**src/rtl/shared_buf_arbiter_if.sv**
```systemverilog
// Handshake bundle between buffer requesters and the shared-buffer arbiter.
// The master side drives the request, release and configuration; the slave side returns grant status.
interface shared_buf_arbiter_if #(
    parameter int NUM_REQ   = 2,
    parameter int TIMEOUT_W = 16,
    parameter int IDX_W     = (NUM_REQ > 1) ? $clog2(NUM_REQ) : 1
);
    logic                 enable;
    logic [NUM_REQ-1:0]   req;
    logic [NUM_REQ-1:0]   rel;
    logic [TIMEOUT_W-1:0] timeout_cycles;
    logic [NUM_REQ-1:0]   grant;
    logic                 owner_valid;
    logic [IDX_W-1:0]     owner_idx;
    logic                 timeout_pulse;
    logic [IDX_W-1:0]     timeout_idx;

    modport master (
        output enable, req, rel, timeout_cycles,
        input  grant, owner_valid, owner_idx, timeout_pulse, timeout_idx
    );

    modport slave (
        input  enable, req, rel, timeout_cycles,
        output grant, owner_valid, owner_idx, timeout_pulse, timeout_idx
    );
endinterface

```
**src/rtl/shared_buf_arbiter.sv**
```systemverilog
// Ownership arbiter for buffers shared between CPU and HLS cores: registered one-hot grant,
// fixed or round-robin pick, optional default owner, enable gate and hold-timeout release.
module shared_buf_arbiter #(
    parameter int NUM_REQ     = 2,
    parameter int RR_MODE     = 1,
    parameter int RESET_OWNER = -1,
    parameter int TIMEOUT_W   = 16
) (
    input logic                 clk,
    input logic                 rst_n,
    shared_buf_arbiter_if.slave bus
);
    // state   | meaning
    // IDLE    | no owner; req winner (or default owner) is granted next cycle
    // GRANTED | owner_q holds the buffer until rel, hold timeout or enable low
    localparam int IDX_W = (NUM_REQ > 1) ? $clog2(NUM_REQ) : 1;

    typedef enum logic {IDLE = 1'b0, GRANTED = 1'b1} state_t;

    localparam state_t               RST_STATE = (RESET_OWNER >= 0) ? GRANTED : IDLE;
    localparam logic [IDX_W-1:0]     RST_IDX   = IDX_W'((RESET_OWNER >= 0) ? RESET_OWNER : 0);
    localparam logic [IDX_W-1:0]     LAST_IDX  = IDX_W'(NUM_REQ - 1);
    localparam logic [TIMEOUT_W-1:0] TMO_ONE   = TIMEOUT_W'(1);

    state_t               state_q, state_d;
    logic [IDX_W-1:0]     owner_q, owner_d;
    logic [IDX_W-1:0]     rr_ptr_q, rr_ptr_d;
    logic [IDX_W-1:0]     tidx_q, tidx_d;
    logic [TIMEOUT_W-1:0] hold_cnt_q, hold_cnt_d;
    logic                 tpulse_q, tpulse_d;
    logic                 win_found;
    logic [IDX_W-1:0]     win_idx, cand, owner_next;
    logic                 timeout_hit, granted;

    // Scan starts at rr_ptr in round-robin mode, at index 0 in fixed-priority mode.
    always_comb begin
        win_found = 1'b0;
        win_idx   = '0;
        cand      = '0;
        for (int i = 0; i < NUM_REQ; i++) begin
            if (RR_MODE != 0) cand = IDX_W'((int'(rr_ptr_q) + i) % NUM_REQ);
            else              cand = IDX_W'(i);
            if (!win_found && bus.req[cand]) begin
                win_found = 1'b1;
                win_idx   = cand;
            end
        end
    end

    assign owner_next  = (owner_q == LAST_IDX) ? '0 : owner_q + 1'b1;
    assign timeout_hit = (bus.timeout_cycles != '0) &&
                         (hold_cnt_q == bus.timeout_cycles - TMO_ONE);

    always_comb begin
        state_d    = state_q;
        owner_d    = owner_q;
        rr_ptr_d   = rr_ptr_q;
        hold_cnt_d = hold_cnt_q;
        tpulse_d   = 1'b0;
        tidx_d     = tidx_q;
        if (!bus.enable) begin
            state_d    = RST_STATE;
            owner_d    = RST_IDX;
            hold_cnt_d = '0;
        end else begin
            unique case (state_q)
                IDLE: begin
                    if (win_found) begin
                        state_d    = GRANTED;
                        owner_d    = win_idx;
                        hold_cnt_d = '0;
                    end else if (RESET_OWNER >= 0) begin
                        state_d    = GRANTED;
                        owner_d    = RST_IDX;
                        hold_cnt_d = '0;
                    end
                end
                GRANTED: begin
                    if (bus.rel[owner_q]) begin
                        state_d  = IDLE;
                        rr_ptr_d = owner_next;
                    end else if (timeout_hit) begin
                        state_d  = IDLE;
                        rr_ptr_d = owner_next;
                        tpulse_d = 1'b1;
                        tidx_d   = owner_q;
                    end else if (hold_cnt_q != '1) begin
                        hold_cnt_d = hold_cnt_q + TMO_ONE;
                    end
                end
                default: state_d = RST_STATE;
            endcase
        end
    end

    always_ff @(posedge clk or negedge rst_n) begin
        if (!rst_n) begin
            state_q    <= RST_STATE;
            owner_q    <= RST_IDX;
            rr_ptr_q   <= '0;
            hold_cnt_q <= '0;
            tpulse_q   <= 1'b0;
            tidx_q     <= '0;
        end else begin
            state_q    <= state_d;
            owner_q    <= owner_d;
            rr_ptr_q   <= rr_ptr_d;
            hold_cnt_q <= hold_cnt_d;
            tpulse_q   <= tpulse_d;
            tidx_q     <= tidx_d;
        end
    end

    // Enable masks the registered grant without waiting for the state to follow.
    assign granted           = bus.enable && (state_q == GRANTED);
    assign bus.grant         = granted ? (NUM_REQ'(1) << owner_q) : '0;
    assign bus.owner_valid   = granted;
    assign bus.owner_idx     = granted ? owner_q : '0;
    assign bus.timeout_pulse = tpulse_q;
    assign bus.timeout_idx   = tidx_q;
endmodule
```
**src/flat_wrapper.sv**
```systemverilog
// flat-port wrapper written by rule: the top's interface ports become plain ports
module shared_buf_arbiter_flat 
#(
    parameter int NUM_REQ     = 2,
    parameter int RR_MODE     = 1,
    parameter int RESET_OWNER = -1,
    parameter int TIMEOUT_W   = 16
)
  (clk, rst_n, bus_enable, bus_req, bus_rel, bus_timeout_cycles, bus_grant, bus_owner_valid, bus_owner_idx, bus_timeout_pulse, bus_timeout_idx);
  shared_buf_arbiter_if #(.NUM_REQ(NUM_REQ), .TIMEOUT_W(TIMEOUT_W)) bus_i ();
  input logic clk;
  input logic rst_n;
  input wire logic [$bits(bus_i.enable)-1:0] bus_enable;
  input wire logic [$bits(bus_i.req)-1:0] bus_req;
  input wire logic [$bits(bus_i.rel)-1:0] bus_rel;
  input wire logic [$bits(bus_i.timeout_cycles)-1:0] bus_timeout_cycles;
  output wire logic [$bits(bus_i.grant)-1:0] bus_grant;
  output wire logic [$bits(bus_i.owner_valid)-1:0] bus_owner_valid;
  output wire logic [$bits(bus_i.owner_idx)-1:0] bus_owner_idx;
  output wire logic [$bits(bus_i.timeout_pulse)-1:0] bus_timeout_pulse;
  output wire logic [$bits(bus_i.timeout_idx)-1:0] bus_timeout_idx;
  assign bus_i.enable = bus_enable;
  assign bus_i.req = bus_req;
  assign bus_i.rel = bus_rel;
  assign bus_i.timeout_cycles = bus_timeout_cycles;
  assign bus_grant = bus_i.grant;
  assign bus_owner_valid = bus_i.owner_valid;
  assign bus_owner_idx = bus_i.owner_idx;
  assign bus_timeout_pulse = bus_i.timeout_pulse;
  assign bus_timeout_idx = bus_i.timeout_idx;
  shared_buf_arbiter #(.NUM_REQ(NUM_REQ), .RR_MODE(RR_MODE), .RESET_OWNER(RESET_OWNER), .TIMEOUT_W(TIMEOUT_W)) u_core (.clk(clk), .rst_n(rst_n), .bus(bus_i));
endmodule
```
**config.mk**
```make
export PLATFORM = sky130hd
export DESIGN_NAME = shared_buf_arbiter_flat
export DESIGN_NICKNAME = d
export VERILOG_FILES = /design/src/rtl/shared_buf_arbiter_if.sv /design/src/rtl/shared_buf_arbiter.sv /design/src/flat_wrapper.sv
export SDC_FILE = /design/constraint.sdc
export NUM_CORES = 1
export LEC_CHECK = 0
export CORE_UTILIZATION = 30
export DETAILED_ROUTE_END_ITERATION = 16
export MAX_ROUTING_LAYER = met4
export SETUP_SLACK_MARGIN = 0.2
export SLEW_MARGIN = 20
export SYNTH_ARGS = -nofsm -noshare
export SYNTH_HDL_FRONTEND = slang
export SYNTH_SLANG_ARGS = --single-unit
```
**constraint.sdc**
```tcl
create_clock -name clk -period 6.59 [get_ports clk]
set_input_delay 0.9885 -clock clk [delete_from_list [all_inputs] [get_ports clk]]
set_output_delay 0.9885 -clock clk [all_outputs]
set_load 0.01 [all_outputs]
```
=== Word-level counts from Yosys, hierarchy flattened ===
Cells that the tools add are included.

* Add/sub/neg operators: 4
* Multiply operators: 0
* Div/mod/pow operators: 0
* $lt $le $gt $ge: 3
* Equality and inequality tests: 8
* Shift operators: 1
* Multiplexer cells: 33
* Bitwise gates (word level): 2
* Reductions and logical operators: 10

{| class="wikitable"
|+ Operators with widths
! cell !! count
|-
| two-way mux 16 bit || 5
|-
| case mux 16 bit (2 select lines) || 1
|-
| two-way mux 1 bit || 25
|-
| adder 16 x 1 -> 16 bit, second input constant || 1
|-
| equality test 16 bit || 1
|-
| != test 16 bit, second input constant || 1
|-
| nonzero test 16 bit || 1
|-
| subtractor 16 x 1 -> 16 bit, second input constant || 1
|-
| != test 3 bit, second input constant || 3
|-
| AND reduction 4 bit || 2
|-
| < comparator 1 x 2 -> 1 bit, second input constant || 3
|-
| logical AND 1 bit || 3
|-
| != test 3 x 2 -> 1 bit, second input constant || 1
|-
| AND reduction 3 bit || 1
|-
| adder 1 bit, second input constant || 2
|-
| two-way mux 2 bit || 1
|-
| != test 2 x 1 -> 1 bit, second input constant || 1
|-
| != test 2 bit, second input constant || 1
|-
| inverter 1 bit || 2
|-
| case mux 1 bit (2 select lines) || 1
|-
| AND reduction 2 bit || 1
|-
| nonzero test 2 bit || 1
|-
| left shift 1 x 1 -> 2 bit, first input constant || 1
|-
| zero test 1 bit || 1
|}

* Register bits: 21
* Bits in latches: 0
* RAM bits: 0
* ROM bits: 0
* Input port bits: 23
* Logic and storage cells: 67
* Memories: 0

=== Logic depth before layout (Yosys ltp) ===
* Depth in word-level cells: 9
* Mapped depth: 12
* Mapped depth without buffers: 10

=== Worst setup path before layout ===
OpenSTA, ideal clock, no wires.

* Path type: input-to-reg
* From: input port bus_timeout_cycles[0]
* To: register u_core.hold_cnt_q[5]
* Setup time: 0.130 ns
* Arrival: 3.500 ns
* Setup slack: 2.960 ns
* Stages on the path: 12
* Cells stage by stage: inv_1 > ha_1 > or4b_4 > buf_6 > o31a_1 > nor3_2 > o21bai_2 > a2111oi_4 > nor4b_4 > buf_6 > nor4_2 > mux2i_1

* Word-level cells in the longest chain between the ends: 5
* Elaborated cells between the ends (all ways): 6

{| class="wikitable"
|+ RTL lines
! element !! RTL line !! text
|-
| start, declared || flat_wrapper.sv:16 || <nowiki>input wire logic [$bits(bus_i.timeout_cycles)-1:0] bus_timeout_cycles;</nowiki>
|-
| subtractor 16 x 1 -> 16 bit || shared_buf_arbiter.sv:52 || <nowiki>(hold_cnt_q == bus.timeout_cycles - TMO_ONE);</nowiki>
|-
| equality test 16 bit || shared_buf_arbiter.sv:52 ||
|-
| logical AND 1 bit (*) || shared_buf_arbiter.sv:51 || <nowiki>assign timeout_hit = (bus.timeout_cycles != '0) &&</nowiki>
|-
| != test 3 bit (no line) (*) || - ||
|-
| AND reduction 4 bit (no line) (*) || - ||
|-
| end signal, assigned || shared_buf_arbiter.sv:108 || <nowiki>hold_cnt_q <= hold_cnt_d;</nowiki>
|-
| end, declared || shared_buf_arbiter.sv:29 || <nowiki>logic [TIMEOUT_W-1:0] hold_cnt_q, hold_cnt_d;</nowiki>
|}

Mark *: on every way between the ends. The rest lies on a longest branch, timed or not.
A chain may end at the register's enable or synchronous reset.

=== Worst setup path in the final report ===
* From: input port bus_timeout_cycles[0]
* To: register u_core.hold_cnt_q[15]

The elaborated chain is that of the path after synthesis.

==> results.sh <==
export IMPL_synth_cell_types=50
export IMPL_initial_core_util_pct=31.7
export IMPL_final_cell_mix="28 x clkdlybuf4s50_1, 22 x nand2_1, 21 x dfrtp_1, 17 x a21oi_1, 16 x nor2_1"
export IMPL_grt_max_degree=28
export IMPL_p_clk_share_pct=30.7
export IMPL_p_comb_share_pct=22.0
export IMPL_leakagePower_nw=0.846
export IMPL_yosysWarnings=0
export IMPL_first_pass_iters=4
export IMPL_hold_path_endpoint="u_core.bus.timeout_idx"
export IMPL_worst_path_max_fanout=17
export IMPL_crit_slowest_cell="or4b_4"
export IMPL_num_vias=1797
export IMPL_power_density_nw_per_um2=125
export IMPL_clkLatencyLatePin_ps=260
export IMPL_hp_start="u_core.bus.timeout_idx"
export IMPL_p_sw_w=0.0000825
export IMPL_cts_tree="built"
export IMPL_grtUsageTotal_pct=15.7
export IMPL_synthArstFlopShare_pct=100
export IMPL_r2r_cells=9
export IMPL_max_slew_margin_pct=34.1
export IMPL_multiInputGateArea_um2=1280
export IMPL_final_common_cell="clkdlybuf4s50_1"
export IMPL_worstSetupPathType="primary input to flop"
export IMPL_synth_edf_count=0
export IMPL_fmax_ghz=0.236
export IMPL_post_cts_buffers=0
export IMPL_numCtsBuffers=3
export IMPL_cap_violations=0
export IMPL_status="completed"
export IMPL_dpl_hpwl_mm=3.63
export IMPL_drive_above_1_share_pct=7.36
export IMPL_syn_inst=236
export IMPL_cts_resized=0
export IMPL_clkTransAtPathRegs_ps=80
export IMPL_slowest_delay_ps=560
export IMPL_dieArea_um2=6730
export IMPL_num_rows=28
export IMPL_r2r_end="u_core.hold_cnt_q[15]"
export IMPL_cts_root_buf="clkbuf_8"
export IMPL_overflow=0
export IMPL_critPathRequiredTime_ps=6690
export IMPL_rrSetupSlack_ps=3890
export IMPL_seq_area_um2=526
export IMPL_vdd_drop_max_uv=88.0
export IMPL_route_detailed_drc=0
export IMPL_io_pin_count=29
export IMPL_final_max_slew_viol_count=0
export IMPL_worst_pin_slew_ps=983
export IMPL_cp_arrival_ps=4340
export IMPL_nNetsFinal=285
export IMPL_io_buffers=28
export IMPL_grt_setup_unrepaired="false"
export IMPL_power_switching_share_pct=29.0
export IMPL_first_global_vias=1677
export IMPL_min_period_over_period_pct=64.4
export IMPL_synthToLayoutAreaGrowth_pct=18.8
export IMPL_start_kind="primary input"
export IMPL_routed_wl_mm=4.77
export IMPL_antenna_found_initial=0
export IMPL_critPathCaptureType="flop"
export IMPL_path_cells="clkdlybuf4s50_1, inv_1, ha_1, or4b_4, nor3_2, mux2i_1, o21bai_2, a2111oi_4, nor4b_4, buf_6, or4_1, a21oi_1"
export IMPL_n_fill_cell=618
export IMPL_hp_class="flop to flop"
export IMPL_finalHoldViolations=0
export IMPL_utilization_pct=37.6
export IMPL_min_path_cells=2
export IMPL_avgRoutedWirePerCell_um=14.3
export IMPL_ys_seq_elements=21
export IMPL_avgSynthCellArea_um2=8.14
export IMPL_die_w_um=82.0
export IMPL_clock_skew_ps=4.65
export IMPL_r2r_start="u_core.hold_cnt_q[13]"
export IMPL_worst_hold_slack_ps=502
export IMPL_htreeDepth=1
export IMPL_drtIter0Drc=64
export IMPL_syn_cell_area_um2=1920
export IMPL_sequentialPowerShare_pct=47.4
export IMPL_syn_num_nets=262
export IMPL_yosysSeqAreaShare_pct=27.4
export IMPL_avgViaCountPerCell=5.40
export IMPL_period_needed_ps=4240
export IMPL_holdBufCountCts=0
export IMPL_core_area_um2=6060
export IMPL_setup_viol=0
export IMPL_ant_nets=0
export IMPL_synth_top_flop_cell="dfrtp_1"
export IMPL_p_int_w=0.000202
export IMPL_die_y_um=82.0
export IMPL_setup_tns_ps=0
export IMPL_place_gp_congestion=0.852
export IMPL_antenna_cells=0
export IMPL_grt_pass1_wl_mm=7.94
export IMPL_clock_sinks=21
export IMPL_clockBufferDepth=2
-- cells in the mapped netlist (all sizes together) (2+ instances only) --
cell type	count	area (um^2)
buf	5	52.6
o2bb2ai	2	17.5
dfrtp	21	526
or4	5	37.5
nor4	6	50.0
clkbuf	7	26.3
nand4b	2	17.5
a21oi	17	85.1
nor4b	2	32.5
inv	10	37.5
or3	12	75.1
a21boi	2	15.0
nand4	9	56.3
nand3	4	20.0
xnor2	9	78.8
ha	3	37.5
nor3	13	80.1
nand3b	2	15.0
a211oi	2	15.0
a2111oi	2	36.3
o2111ai	2	17.5
and3	6	37.5
o31ai	7	52.6
or2	4	25.0
nand2	22	82.6
o21ai	15	75.1
nor2	16	60.1
mux2i	6	60.1
xor2	9	78.8
-- power groups by stage --
stage / Sequential [W] / Clock (W) / Combinational [W]
6_report: 0.000135 / 0.0000873 / 0.0000625
4_1_cts: 0.000135 / 0.0000887 / 0.0000629
2_1_floorplan: 0.000137 / 0 / 0.0000340
5_1_grt: 0.000135 / 0.0000929 / 0.0000697
3_5_place_dp: 0.000137 / 0 / 0.0000627
3_3_place_gp: 0.000137 / 0 / 0.0000621
-- sequential cells by signal (all words and copies together) (netlist names) --
register / count
u_core.hold_cnt_q: 16
u_core.bus.timeout_idx: 1
u_core.state_q: 1
u_core.owner_q: 1
u_core.rr_ptr_q: 1
u_core.bus.timeout_pulse: 1
-- routing by layer --
| layer | share of wire [%] | GRT usage, % | vias up |
|---|---|---|---|
| li1 | - | - | 919 |
| met1 | 49 | 21.2 | 846 |
| met2 | 46 | 25.5 | 28 |
| met3 | 4.3 | 1.56 | 4 |
| met4 | 0.71 | 3.16 | 0 |
| met5 | 0 | - | - |
-- per-stage QoR --
step | power [W] | std cells | setup WS [ps] | instance area (um^2)
2_1_floorplan | 0.000171 | 236 | 2960 | 1920
3_3_place_gp | 0.000200 | 328 | 1840 | 2220
3_5_place_dp | 0.000200 | 328 | 1780 | 2220
4_1_cts | 0.000286 | 332 | 2060 | 2270
5_1_grt | 0.000298 | 333 | 2010 | 2280
6_report | 0.000285 | 333 | 2350 | 2280
-- cells by family after synthesis --
group,synth area share (%)
flops,27.4
buf+inv,6.06
compound gates,19.4
fa+ha+maj,1.95
simple gates,33.3
mux,3.71
xor+xnor,8.21
-- worst max path at each step --
stage	slack [ps]	start	depth (start not counted)	to
after floorplan	2960	bus_timeout_cycles[0]	12	u_core.hold_cnt_q[5]
after global placement	1840	bus_timeout_cycles[0]	11	u_core.hold_cnt_q[3]
after detailed placement	1780	bus_timeout_cycles[0]	11	u_core.hold_cnt_q[14]
after CTS	2060	bus_timeout_cycles[0]	11	u_core.hold_cnt_q[15]
after global routing	2010	bus_timeout_cycles[0]	12	u_core.hold_cnt_q[15]
final	2350	bus_timeout_cycles[0]	12	u_core.hold_cnt_q[15]
-- area by class of cell --
class                   count  share of cell area [%]
clock inverters             1                   0.219
inverters                  10                    1.65
well taps                  75                    4.11
flip-flops and latches     21                    23.0
clock buffers               3                    1.81
multi-input cells         193                    56.1
repair buffers             30                    13.1
-- worst max-delay path: cells and delay by family --
family / cells / cell delay (ps)
muxes: 1 / 250
adders and majority gates: 1 / 270
AOI/OAI and AO/OA: 3 / 540
buffers and inverters: 3 / 830
and+or+nand+nor: 4 / 1460
Note: power is estimated with default switching activity, not from simulation.
